## config.mk

```make
export PLATFORM = sky130hd
export DESIGN_NAME = regfile_mp
export DESIGN_NICKNAME = d
export VERILOG_FILES = /design/src/rtl/regfile_mp.sv
export SDC_FILE = /design/constraint.sdc
export NUM_CORES = 2
export LEC_CHECK = 0
export ABC_CLOCK_PERIOD_IN_PS = 5300
export CORE_MARGIN = 2
export CORE_UTILIZATION = 33
export DETAILED_ROUTE_END_ITERATION = 6
export SYNTH_ARGS = -nofsm -noshare
export SYNTH_HDL_FRONTEND = slang
export SYNTH_SLANG_ARGS = --single-unit
```

## constraint.sdc

```tcl
create_clock -name clk -period 5.3 [get_ports clk]
set_input_delay 1.06 -clock clk [delete_from_list [all_inputs] [get_ports clk]]
set_output_delay 1.06 -clock clk [all_outputs]
set_load 0.02 [all_outputs]
```

## src/rtl/regfile_mp.sv

```systemverilog
// Multi-port register file: NUM_RD async read ports, two sync write ports,
// write-to-read bypass, busy scoreboard, reset clear sweep. Optional parity: REGFILE_PARITY_EN.
module regfile_mp #(
  parameter int unsigned DATA_W   = 32,
  parameter int unsigned ADDR_W   = 5,
  parameter int unsigned NUM_RD   = 2,
  parameter int unsigned ZERO_REG = 1
) (
  input  logic                     clk,
  input  logic                     rst,
  input  logic [NUM_RD*ADDR_W-1:0] rd_addr,
  output logic [NUM_RD*DATA_W-1:0] rd_data,
  output logic [NUM_RD-1:0]        rd_busy,
  output logic [NUM_RD-1:0]        rd_perr,
  input  logic                     wa_en,
  input  logic [ADDR_W-1:0]        wa_addr,
  input  logic [DATA_W-1:0]        wa_data,
  input  logic                     wb_en,
  input  logic [ADDR_W-1:0]        wb_addr,
  input  logic [DATA_W-1:0]        wb_data,
  input  logic                     busy_set,
  input  logic [ADDR_W-1:0]        busy_addr,
  output logic                     ready
);

  localparam int unsigned DEPTH = 1 << ADDR_W;

  typedef enum logic {CLEAR, RUN} state_t;

  state_t            state, state_nxt;
  logic [ADDR_W-1:0] clr_cnt;
  logic [DATA_W-1:0] mem [DEPTH];
  logic [DEPTH-1:0]  busy, busy_nxt;
  logic              run;
  logic              wa_ok, wb_ok, bs_ok;
`ifdef REGFILE_PARITY_EN
  logic [DEPTH-1:0]  par_mem;
`endif

  function automatic logic is_zero(input logic [ADDR_W-1:0] a);
    return (ZERO_REG != 0) && (a == '0);
  endfunction

  always_comb begin
    run   = (state == RUN);
    wa_ok = run && !rst && wa_en && !is_zero(wa_addr);
    wb_ok = run && !rst && wb_en && !is_zero(wb_addr);
    bs_ok = run && !rst && busy_set && !is_zero(busy_addr);
    ready = run;
  end

  always_ff @(posedge clk) begin
    if (rst) state <= CLEAR;
    else     state <= state_nxt;
  end

  always_comb begin
    state_nxt = state;
    if (state == CLEAR && clr_cnt == '1) state_nxt = RUN;
  end

  always_ff @(posedge clk) begin
    if (rst)                 clr_cnt <= '0;
    else if (state == CLEAR) clr_cnt <= clr_cnt + 1'b1;
  end

  // Storage has no reset of its own; the sweep clears one entry per cycle.
  // Port B is written last so it wins a same-address collision.
  always_ff @(posedge clk) begin
    if (state == CLEAR) begin
      mem[clr_cnt] <= '0;
    end else begin
      if (wa_ok) mem[wa_addr] <= wa_data;
      if (wb_ok) mem[wb_addr] <= wb_data;
    end
  end

`ifdef REGFILE_PARITY_EN
  always_ff @(posedge clk) begin
    if (state == CLEAR) begin
      par_mem[clr_cnt] <= 1'b0;
    end else begin
      if (wa_ok) par_mem[wa_addr] <= ^wa_data;
      if (wb_ok) par_mem[wb_addr] <= ^wb_data;
    end
  end
`endif

  // Set is applied after clear so a newly issued op keeps its register busy.
  always_comb begin
    busy_nxt = busy;
    if (wb_ok) busy_nxt[wb_addr]   = 1'b0;
    if (bs_ok) busy_nxt[busy_addr] = 1'b1;
  end

  always_ff @(posedge clk) begin
    if (rst) busy <= '0;
    else     busy <= busy_nxt;
  end

  always_comb begin
    rd_data = '0;
    rd_busy = '0;
    rd_perr = '0;
    for (int unsigned i = 0; i < NUM_RD; i++) begin
      logic [ADDR_W-1:0] a;
      a = rd_addr[i*ADDR_W +: ADDR_W];
      if (run && !is_zero(a)) begin
        if (wb_en && wb_addr == a) begin
          rd_data[i*DATA_W +: DATA_W] = wb_data;
        end else if (wa_en && wa_addr == a) begin
          rd_data[i*DATA_W +: DATA_W] = wa_data;
        end else begin
          rd_data[i*DATA_W +: DATA_W] = mem[a];
`ifdef REGFILE_PARITY_EN
          rd_perr[i] = par_mem[a] != (^mem[a]);
`endif
        end
        rd_busy[i] = busy[a] && !(wb_en && wb_addr == a && !(busy_set && busy_addr == a));
      end
    end
  end

endmodule

```

==> impl_metrics.env <==
export IMPL_drcViolationCount=0
export IMPL_synthCells=5446
export IMPL_fmax_mhz=199
export IMPL_crit_start="rd_addr[8]"
export IMPL_ff2ff_path_depth=6
export IMPL_postLayoutCellArea_mm2=0.0716
export IMPL_place_congestion=0.931
export IMPL_syn_mean_instance_area_um2=11.4
export IMPL_pwr_density_cell_mw_per_mm2=260
export IMPL_r2r_start="ready"
export IMPL_hold_class="reg -> reg"
export IMPL_nets=5466
export IMPL_core_region_area_mm2=0.187
export IMPL_ctsResizeCount=0
export IMPL_port_buffers=160
export IMPL_clock_latency_ns=0.75
export IMPL_irDropWorstVdd_uv=260
export IMPL_internal_power_mw=14.0
export IMPL_tightest_slew_ns=1.07
export IMPL_clock_path_buffers=3
export IMPL_crit_top_cell="clkdlybuf4s50_1"
export IMPL_syn_to_final_growth_pct=15.4
export IMPL_post_dp_cell_area_mm2=0.0682
export IMPL_grt_pass1_wl_um=349000
export IMPL_initial_core_util=0.331
export IMPL_relSlewSlack=0.285
export IMPL_synth_area_top_cells="edfxtp_1 50%, mux4_2 17%, o21ai_0 8.7%"
export IMPL_drive_above_1_share=0.208
export IMPL_crit_chain="clkdlybuf4s50_1 > xor2_1 > nor4_1 > nand3_1 > nor2_4 > buf_12 > a22oi_1 > o211ai_1 > clkdlybuf4s50_1"
export IMPL_netlist_area_leader_share=0.495
export IMPL_skew_ns=0.0325
export IMPL_cts_tree="yes"
export IMPL_overflow=0
export IMPL_tns_ns=0
export IMPL_slowest_delay_ns=0.66
export IMPL_worstSetupStartpointType="input port"
export IMPL_finalPower_mw=18.6
export IMPL_ys_types=54
export IMPL_timing_hold_ws_ns=0.496
export IMPL_pwr_share_seq=0.494
export IMPL_critical_path_class="in -> out"
export IMPL_ios=163
export IMPL_async_flop_share=0
export IMPL_swShare=0.250
export IMPL_worstPathArrival_ns=3.96
export IMPL_htree_levels=3
export IMPL_final_antenna_net_count=0
export IMPL_fin_crit_sh=0.947
export IMPL_cap_viol_max_count=0
export IMPL_dp_hpwl_um=151000
export IMPL_path_clk_slew_ns=0.06
export IMPL_r2r_end="mem[10][8]"
export IMPL_wl_per_cell_um=31.2
export IMPL_endpoint_kind="output port"
export IMPL_yosysSeqAreaShare=0.508
export IMPL_path_delay_family="buffers and inverters"
export IMPL_clkPwrFrac=0.408
export IMPL_yosys_warnings=0
export IMPL_die_y_um=438
export IMPL_crit_end="rd_data[56]"
export IMPL_pwr_share_comb=0.098
export IMPL_required_ns=4.24
export IMPL_rsz0062_at_grt="no"
export IMPL_drt_initial_drc_count=7113
export IMPL_vias_per_cell=6.09
export IMPL_post_cts_buffers=0
export IMPL_ff2ff_setup_slack_ns=1.37
export IMPL_die_w_um=438
export IMPL_p_switching_mw=4.65
export IMPL_cts_buffers=106
export IMPL_grt_use_total=0.253
export IMPL_antenna_found_initial=6
export IMPL_leakage_nw=22.0
export IMPL_n_fill_cell=17700
export IMPL_finalMaxSlewViolations=0
export IMPL_synth_area_mm2=0.0621
export IMPL_grt_max_degree=66
export IMPL_synth_area_leader_cell="edfxtp_1"
export IMPL_vias=48500
export IMPL_cp_max_fo=32
export IMPL_die_area_mm2=0.192
export IMPL_worst_path_buf_inv=3
export IMPL_setup_violations=0
export IMPL_root_buffer="clkbuf_16"
export IMPL_synth_edf_count=1024
export IMPL_first_pass_iters=6
export IMPL_cts_sinks=1062
export IMPL_slowest_stage="clkdlybuf4s50_1"
export IMPL_finalHoldViolations=0
export IMPL_synth_ff_type="edfxtp_1"
export IMPL_wl_um=248000
export IMPL_outcome="finished, final reports clean"
export IMPL_postCtsHoldBufs=0
export IMPL_cp_num_cells=9
export IMPL_ys_ff_latch=1062
export IMPL_grt_pass1_vias=46600
export IMPL_rows=159
export IMPL_final_min_clock_period_ns=5.02
## metrics by stage
step,worst slack (ns),utilization,std cells
floorplan,0.0542,-,5447
global placement,0.209,0.364,7757
detailed placement,0.297,0.364,7757
CTS,0.280,0.382,7955
global route,0.126,0.382,7958
finish,0.281,0.382,7958
## sequential cells by signal, summed over array words and instances, names as in the netlist
signal / count
busy: 32
clr_cnt: 5
ready: 1
mem: 1024
## power by group through the flow
stage | logic, mW | clock network (mW) | registers (mW)
floorplan | 1.01 | 0 | 9.37
global placement | 1.78 | 0 | 9.38
detailed placement | 1.78 | 0 | 9.38
CTS | 1.79 | 7.61 | 9.20
global route | 1.86 | 7.91 | 9.21
finish | 1.82 | 7.59 | 9.20
## synth_stat cells (36+ instances only)
master       n
nand2_1   1136
o21ai_0   1082
edfxtp_1  1024
clkbuf_1   513
mux4_2     466
mux2i_1    202
a21oi_1    133
nor2_1      94
a22oi_1     90
buf_2       80
nand2b_1    72
mux2_2      67
o22ai_1     66
o221ai_1    62
dfxtp_1     38
buf_1       36
inv_1       36
## worst min path at each step
| stage | from | to | slack [ns] | cells past startpoint |
|---|---|---|---|---|
| detailed placement | busy[0] | busy[0] | 0.49 | 1 |
| CTS | busy[0] | busy[0] | 0.50 | 1 |
| finish | busy[0] | busy[0] | 0.50 | 1 |
| floorplan | busy[0] | busy[0] | 0.45 | 1 |
| global route | busy[0] | busy[0] | 0.53 | 1 |
| global placement | busy[0] | busy[0] | 0.48 | 1 |
## cell type report
type,count,area (um^2),share of cell area
well taps,2495,3120,0.0436
clock inverters,65,569,0.00795
inverters,36,135,0.00189
flip-flops and latches,1062,31500,0.440
repair buffers,485,5060,0.0707
diodes,3,7.51,0.000105
multi-input cells,3679,28400,0.397
clock buffers,133,2800,0.0392
## layout by cell type, fill, tap and decap left out, types with 23 or more instances in the layout
cell type | synthesis | layout
nor2_1 | 94 | 78
o21ai_4 | 0 | 27
mux4_2 | 466 | 466
inv_1 | 36 | 36
clkdlybuf4s50_1 | 0 | 116
mux2_2 | 67 | 67
clkbuf_16 | 0 | 106
o21ai_0 | 1082 | 1063
dfxtp_1 | 38 | 38
a22oi_1 | 90 | 90
nand2b_1 | 72 | 71
mux2i_1 | 202 | 202
a21oi_1 | 133 | 133
a221o_1 | 31 | 31
o221ai_1 | 62 | 62
clkinv_1 | 0 | 23
buf_4 | 8 | 275
edfxtp_1 | 1024 | 1024
nand2_1 | 1136 | 1135
o211ai_1 | 31 | 31
o22ai_1 | 66 | 63
buf_12 | 0 | 87
## per-layer routing
layer / routed length [um] / share of wire / up-vias / global-route usage
met5: 13 / 0.000052 / - / 0
met3: 28200 / 0.11 / 789 / 0.0489
met2: 116000 / 0.47 / 3472 / 0.407
met4: 18300 / 0.074 / 2 / 0.166
li1: - / - / 20400 / -
met1: 85900 / 0.35 / 23800 / 0.311
## cells by family after synthesis
group,Yosys count,synth area share
other,1,0.0000604
AO/OA/AOI/OAI,1519,0.136
adder cells (fa/ha/maj),2,0.000403
flip-flops,1062,0.508
multiplexers,735,0.214
buffers and inverters,706,0.0458
XOR/XNOR,33,0.00466
AND/OR/NAND/NOR,1388,0.0918
No activity file was read; power rests on OpenSTA's default activity.
